$ cat config.mk
export PLATFORM = sky130hd
export DESIGN_NAME = imu_uart2bram
export DESIGN_NICKNAME = d
export VERILOG_FILES = /design/src/rtl/imu_uart2bram.sv
export SDC_FILE = /design/constraint.sdc
export NUM_CORES = 1
export LEC_CHECK = 0
export CAP_MARGIN = 20
export CORE_ASPECT_RATIO = 1.2
export CORE_MARGIN = 3
export CORE_UTILIZATION = 25
export DETAILED_ROUTE_END_ITERATION = 10
export GPL_TIMING_DRIVEN = 0
export PLACE_DENSITY = 0.49
export SYNTH_ARGS = -nofsm -noshare
export SYNTH_HDL_FRONTEND = slang
export SYNTH_SLANG_ARGS = --single-unit
$ cat constraint.sdc
create_clock -name clk -period 4.7 [get_ports clk]
set_clock_uncertainty 0.05 [all_clocks]
set_input_delay 0.705 -clock clk [delete_from_list [all_inputs] [get_ports clk]]
set_output_delay 0.705 -clock clk [all_outputs]
set_load 0.01 [all_outputs]
$ cat src/rtl/imu_uart2bram.sv
// imu_uart2bram
//   Receive side of the IMU UART link. Deserialises 8N1 bytes from rx_uart,
//   pairs them into 16-bit words (high byte first) and writes them to
//   consecutive addresses of a 16-bit BRAM write port.
// Ports
//   clk, rst        : system clock, synchronous active-low reset
//   active_bit      : receiver enable; low holds the RX FSM idle and drops state
//   addr_clr        : 1-cycle pulse, clears address, word_count and wrap
//   rx_uart         : asynchronous UART line, idle high
//   data_bram/addr_bram/en_bram/we_bram : BRAM write port (one pulse per word)
//   word_count      : words written since reset/addr_clr, saturating
//   frame_err       : 1-cycle pulse when a stop bit is sampled low
//   wrap            : sticky flag, write address wrapped to 0
module imu_uart2bram #(
    parameter int ADDR_WIDTH   = 13,
    parameter int CLK_FREQ     = 125000000,
    parameter int BAUD         = 115200,
    parameter int TIMEOUT_BITS = 20
) (
    input  logic                  clk,
    input  logic                  rst,
    input  logic                  active_bit,
    input  logic                  addr_clr,
    input  logic                  rx_uart,
    output logic [15:0]           data_bram,
    output logic [ADDR_WIDTH-1:0] addr_bram,
    output logic                  en_bram,
    output logic                  we_bram,
    output logic [ADDR_WIDTH:0]   word_count,
    output logic                  frame_err,
    output logic                  wrap
);

    localparam int CPB    = CLK_FREQ / BAUD;
    localparam int CW     = $clog2(CPB + 1);
    localparam int TO_CYC = TIMEOUT_BITS * CPB;
    localparam int TW     = $clog2(TO_CYC + 1);

    typedef enum logic [2:0] {S_IDLE, S_START, S_DATA, S_STOP, S_BREAK} state_t;

    logic                  rx_s1_q, rx_s2_q;
    state_t                state_q, state_d;
    logic [CW-1:0]         cnt_q, cnt_d;
    logic [2:0]            bit_q, bit_d;
    logic [7:0]            sh_q, sh_d;
    logic                  bv_q, bv_d;
    logic                  fe_q, fe_d;

    logic                  phase_q;
    logic [7:0]            hi_q;
    logic [TW-1:0]         to_q;
    logic                  en_q;
    logic [15:0]           data_q;
    logic [ADDR_WIDTH-1:0] addr_q;
    logic [ADDR_WIDTH:0]   wc_q;
    logic                  wrap_q;

    // RX FSM: next state / datapath
    always_comb begin
        state_d = state_q;
        cnt_d   = cnt_q + 1'b1;
        bit_d   = bit_q;
        sh_d    = sh_q;
        bv_d    = 1'b0;
        fe_d    = 1'b0;
        if (!active_bit) begin
            state_d = S_IDLE;
            cnt_d   = '0;
        end else begin
            case (state_q)
                S_IDLE: begin
                    cnt_d = '0;
                    if (!rx_s2_q) state_d = S_START;
                end
                S_START: begin
                    // mid start bit: a line already back high was a glitch
                    if (cnt_q == CW'(CPB / 2 - 1)) begin
                        cnt_d   = '0;
                        bit_d   = '0;
                        state_d = rx_s2_q ? S_IDLE : S_DATA;
                    end
                end
                S_DATA: begin
                    if (cnt_q == CW'(CPB - 1)) begin
                        cnt_d = '0;
                        sh_d  = {rx_s2_q, sh_q[7:1]};
                        bit_d = bit_q + 1'b1;
                        if (bit_q == 3'd7) state_d = S_STOP;
                    end
                end
                S_STOP: begin
                    if (cnt_q == CW'(CPB - 1)) begin
                        cnt_d = '0;
                        if (rx_s2_q) begin
                            bv_d    = 1'b1;
                            state_d = S_IDLE;
                        end else begin
                            fe_d    = 1'b1;
                            state_d = S_BREAK;
                        end
                    end
                end
                S_BREAK: begin
                    // a held-low line must return high before a new frame
                    cnt_d = '0;
                    if (rx_s2_q) state_d = S_IDLE;
                end
                default: state_d = S_IDLE;
            endcase
        end
    end

    always_ff @(posedge clk) begin
        if (!rst) begin
            rx_s1_q <= 1'b1;
            rx_s2_q <= 1'b1;
            state_q <= S_IDLE;
            cnt_q   <= '0;
            bit_q   <= '0;
            sh_q    <= '0;
            bv_q    <= 1'b0;
            fe_q    <= 1'b0;
        end else begin
            rx_s1_q <= rx_uart;
            rx_s2_q <= rx_s1_q;
            state_q <= state_d;
            cnt_q   <= cnt_d;
            bit_q   <= bit_d;
            sh_q    <= sh_d;
            bv_q    <= bv_d;
            fe_q    <= fe_d;
        end
    end

    // Byte pairing, timeout and write port
    always_ff @(posedge clk) begin
        if (!rst) begin
            phase_q <= 1'b0;
            hi_q    <= '0;
            to_q    <= '0;
            en_q    <= 1'b0;
            data_q  <= '0;
            addr_q  <= '0;
            wc_q    <= '0;
            wrap_q  <= 1'b0;
        end else begin
            en_q <= 1'b0;
            if (!active_bit || fe_q) begin
                phase_q <= 1'b0;
                to_q    <= '0;
            end else if (bv_q) begin
                to_q <= '0;
                if (!phase_q) begin
                    hi_q    <= sh_q;
                    phase_q <= 1'b1;
                end else begin
                    phase_q <= 1'b0;
                    data_q  <= {hi_q, sh_q};
                    en_q    <= 1'b1;
                end
            end else if (phase_q) begin
                // stale high byte is dropped so the stream re-aligns
                if (to_q == TW'(TO_CYC - 1)) begin
                    phase_q <= 1'b0;
                    to_q    <= '0;
                end else begin
                    to_q <= to_q + 1'b1;
                end
            end

            // clear takes priority over the post-strobe increment
            if (addr_clr) begin
                addr_q <= '0;
                wc_q   <= '0;
                wrap_q <= 1'b0;
            end else if (en_q) begin
                addr_q <= addr_q + 1'b1;
                if (&addr_q) wrap_q <= 1'b1;
                if (!(&wc_q)) wc_q <= wc_q + 1'b1;
            end
        end
    end

    assign data_bram  = data_q;
    assign addr_bram  = addr_q;
    assign en_bram    = en_q;
    assign we_bram    = en_q;
    assign word_count = wc_q;
    assign frame_err  = fe_q;
    assign wrap       = wrap_q;

endmodule

# Yosys cells after proc, flatten, opt, wreduce, memory -nomap -nowiden

Index checks and enable logic that the tools add are counted.
W data, S select, Z words.

Bits in registers: 98
Bits in latches: 0
Bits of input ports: 5
Memories kept: 0
Memory bits (writable): 0
Logic and storage cells: 83
Memory bits (read-only): 0
Output and inout port bits: 47

Mux-type cells: 23
Multiply operators: 0
$add $sub $neg: 5
Shifts and indexed selects: 0
Divide/modulo/power cells: 0
Reductions and logical operators: 20
Bitwise operators: 5
Equal/unequal tests: 14
Order comparisons: 0

Operators by type and width:

| cell                    | number |
|---|---|
| $pmux W11 S3            | 1 |
| $reduce_and A14 Y1      | 2 |
| $mux W3                 | 9 |
| $mux W11                | 2 |
| $add A15 B1 Y15 const B | 1 |
| $eq A15 B15 Y1 const B  | 1 |
| $mux W15                | 1 |
| $pmux W3 S5             | 1 |
| $add A14 B1 Y14 const B | 1 |
| $add A13 B1 Y13 const B | 1 |
| $ne A2 B2 Y1 const B    | 6 |
| $add A11 B1 Y11 const B | 1 |
| $eq A11 B10 Y1 const B  | 1 |
| $eq A11 B11 Y1 const B  | 1 |
| $reduce_and A3 Y1       | 3 |
| $reduce_and A4 Y1       | 2 |
| $reduce_or A2 Y1        | 4 |
| $mux W1                 | 7 |
| $eq A3 B2 Y1 const B    | 2 |
| $eq A3 B3 Y1 const B    | 2 |
| $pmux W3 S2             | 1 |
| $reduce_and A6 Y1       | 1 |
| $reduce_or A3 Y1        | 2 |
| $not A1 Y1              | 5 |
| other kinds (8)         | 9 |

# Logic depth before layout (Yosys ltp)

Depth in word-level cells: 4
Gate-level depth with buffers: 7
Depth with buffers taken out: 6

# Least setup slack after synthesis

Ideal clock, no wire load.

Kind: input to register
Start: input port rst
End: register to_q[14]
Data arrival time: 1.805 ns
Path slack: 2.771 ns
Cell stages on the path: 5
Path buffers: 1
Path through: clkbuf_1 > nand2_1 > nor3_1 > o21ai_1 > a21oi_1

Longest elaborated chain between the ends: 2

Ends and longest elaborated chain:

| item                       | line | text |
|---|---|---|
| start: declaration         | 21   | `input logic rst,` |
| $not A1 Y1 (no line)       | n/a  |  |
| $reduce_or A3 Y1 (no line) | n/a  |  |
| end signal: assignment     | 167  | `to_q <= to_q + 1'b1;` |
| end: declaration           | 51   | `logic [TW-1:0] to_q;` |

Every way passes these cells.
A chain may end at the register's enable or synchronous reset.

# Worst setup path in the final report

Start: input port active_bit
End: register to_q[14]

Longest elaborated chain between the ends: 3

Ends and longest elaborated chain:

| item                       | line | text |
|---|---|---|
| start: declaration         | 22   | `input logic active_bit,` |
| $logic_not A1 Y1           | 148  | `if (!active_bit \|\| fe_q) begin` |
| $logic_or A1 B1 Y1         | 148  |  |
| $reduce_or A3 Y1 (no line) | n/a  |  |

Every way passes these cells.

==> summary.txt <==
Setup path
  • Setup Crit Path Kind: in2reg
  • Required time worst endpoint: 4.92 ns
  • CP peak stage delay: between 0.6 and 0.7 ns
  • Startpoint Class: input port
  • Slowest cell on the critical path: clkdlybuf4s50_1
  • Critical Path Start: active_bit
  • Crit path max fanout: 9
  • RR Startpoint: to_q[0]
  • Cells along the critical path: clkdlybuf4s50_1 > nand2_1 > nor3_1 > o21ai_1 > a21oi_1
  • Worst Path Arrival: approximately 2.8 ns
  • R2R Setup Slk: about 2.5 ns
  • CP endpoint kind: register

Global route
  • Largest net degree at the start of global routing: 18
  • Vias in the first global route: 3616
  • Grt total ovfl: 0
  • First-pass GRT wire length: 17.5 mm
  • Tot GR Track Use: 0.112
  • Initial antenna violation count: 0

STA
  • Slew Limit Fails: 0
  • Final Cycle Share: 0.557
  • RSZ-0062 raised after global routing: no
  • Least-Margin Pin Slew: 0.706 ns
  • # setup viols final: 0
  • Final Critical Period: 2.62 ns
  • Headroom to the max-slew limit: 0.526
  • Max Clock Freq: between 300 and 400 MHz
  • Setup TNS Final: 0 ns
  • Final Hold Fails: 0

Clocking
  • CTS max path bufs: 2
  • Setup Fix Bufs, Post-CTS: 0
  • Num CTS Buffers: 9
  • Clock root buffer master: clkbuf_16
  • # hold bufs at CTS: 0
  • Gates resized, CTS repair: 0
  • Clock transition at path regs: 0.07 ns
  • Clock Sinks: 98
  • H-Tree Depth: 3
  • Clk Latency, worst-skew pair: roughly 0.34 ns
  • CTS tree: yes

Route
  • Via Count: between 3000 and 4000
  • DR iter-0 viols: 183
  • Via density per instance: 4.74
  • DRC: 0
  • First-pass iteration count of the detailed router: 4
  • Final WL: 10.1 mm
  • Final ANT Viol Nets: 0
  • Wire per inst: ~13 µm

Yosys
  • Sequential share of the synthesized area: 0.451
  • Asr flop ratio synth: 0
  • Post-Syn Nets: between 500 and 600
  • Synth unique cells: 57
  • YS warnings: 0
  • Yosys reg bits: 98
  • Number of synthesized flops with an enable pin: 0
  • Synth Instances: 500
  • Synth Cell Area: 4350 µm²
  • Ys flop type: dfxtp_1
  • Syn Area/Cell: around 8.7 µm²

Die
  • Chip Width: 126 µm
  • Core area: 17000 µm²
  • Io pins: 52
  • Die Ht: 150 µm
  • FP Rows: 52
  • Initial Utilization: 0.256
  • DIE AREA: 19000 µm²

Hold path
  • Min-delay src: rx_s1_q
  • Hold Path Class: reg2reg

Cells and area
  • Most common cell after layout, fill and taps aside: dfxtp_1
  • Non-filler cells, final: 782
  • Area growth from synthesis to layout: 25.4%
  • Layout cells sized above 1: 0.0459
  • Diode count: 0
  • Most frequent cells in the layout: dfxtp_1, nand2_1, clkdlybuf4s50_1
  • Final #Nets: 574

Power and ir drop
  • Power per cell area: just over 300 nW/µm²
  • IR drop worst, VDD: slightly above 0.2 mV
  • Static leakage: 1.71 nW

Placed design
  • Number of buffers added on ports: 50
  • Detailed placer's ending HPWL: between 7 and 8 mm
  • Final Wtd Congestion: 0.775
  • Inst Count DP: 766

Outcome
  • Outcome: completed

Job
  • Max Cap Viol: 0
power by group:
| group | total [mW] | switching (mW) | internal, mW |
|---|---|---|---|
| registers | 0.832 | 0.00164 | 0.831 |
| logic | 0.0285 | 0.0188 | 0.00972 |
| clock network | 0.828 | 0.338 | 0.490 |
| total | 1.69 | 0.359 | 1.33 |
sequential cells by signal, indices dropped and copies added, names as in the netlist, 3 cells and up:
| name | count |
|---|---|
| sh_q | 8 |
| bit_q | 3 |
| addr_bram | 13 |
| word_count | 14 |
| hi_q | 8 |
| data_bram | 16 |
| cnt_q | 11 |
| state_q | 3 |
| to_q | 15 |
area by class of cell:
| type | count | area, µm² |
|---|---|---|
| fillers | 1780 | 11500 |
| multi-input cells | 370 | 2260 |
| flip-flops and latches | 98 | 1960 |
| repair buffers | 50 | 500 |
| well taps | 216 | 270 |
| clock buffers | 10 | 239 |
| clock inverters | 6 | 96.3 |
| plain buffers | 21 | 82.6 |
| inverters | 11 | 41.3 |
worst paths after layout:
check / end / cells after the start
min reg2reg: rx_s2_q / 1
max: to_q[14] / 5
max reg2reg: to_q[4] / 5
min: rx_s2_q / 1
cells by family after synthesis:
group | share of synthesized area
buffers and inverters | 0.0285
and+or+nand+nor | 0.282
muxes | 0.0325
adders and majority gates | 0.0230
xor gates and xnor gates | 0.0604
DFF | 0.451
AOI/OAI and AO/OA | 0.123
synth_stat cells, types with 5 or more instances:
library cell,count,share of area
nand3_1,23,0.026
a21oi_1,17,0.020
clkbuf_1,19,0.016
mux2i_1,13,0.030
and2_1,5,0.0072
and3_1,7,0.010
xnor2_1,10,0.020
o21ai_0,13,0.015
nand2_1,81,0.070
inv_1,10,0.0086
nor3_1,11,0.013
or3_1,12,0.017
dfxtp_1,98,0.45
and4_1,6,0.012
ha_1,8,0.023
nor2_1,44,0.038
nand4_1,23,0.033
xor2_1,20,0.040
a21boi_0,24,0.041
nand2b_1,7,0.010
routing by layer:
metal,vias up,global-route usage,part of all wire
met5,-,0,0
met2,59,0.184,0.48
met3,11,0.0273,0.037
met4,0,0.0376,0.014
li1,1885,-,-
met1,1752,0.143,0.47
worst max-delay path: cells and delay by family:
kind / cells / cell delay [ns]
compound gates: 2 / 0.66
buf+inv: 1 / 0.65
simple gates: 2 / 0.82
stage by stage:
stage | worst slack [ns] | utilization | power, mW | instance area (µm²) | hold slack, ns
6_report | 2.08 | 0.321 | 1.69 | 5450 | 0.362
5_1_grt | 1.77 | 0.321 | 1.75 | 5450 | 0.414
4_1_cts | 2.02 | 0.321 | 1.72 | 5450 | 0.367
3_5_place_dp | 1.66 | 0.301 | 0.881 | 5120 | 0.346
3_3_place_gp | 1.74 | 0.301 | 0.881 | 5120 | 0.348
2_1_floorplan | 2.77 | - | 0.869 | 4350 | 0.336
No activity file was read; power rests on OpenSTA's default activity.
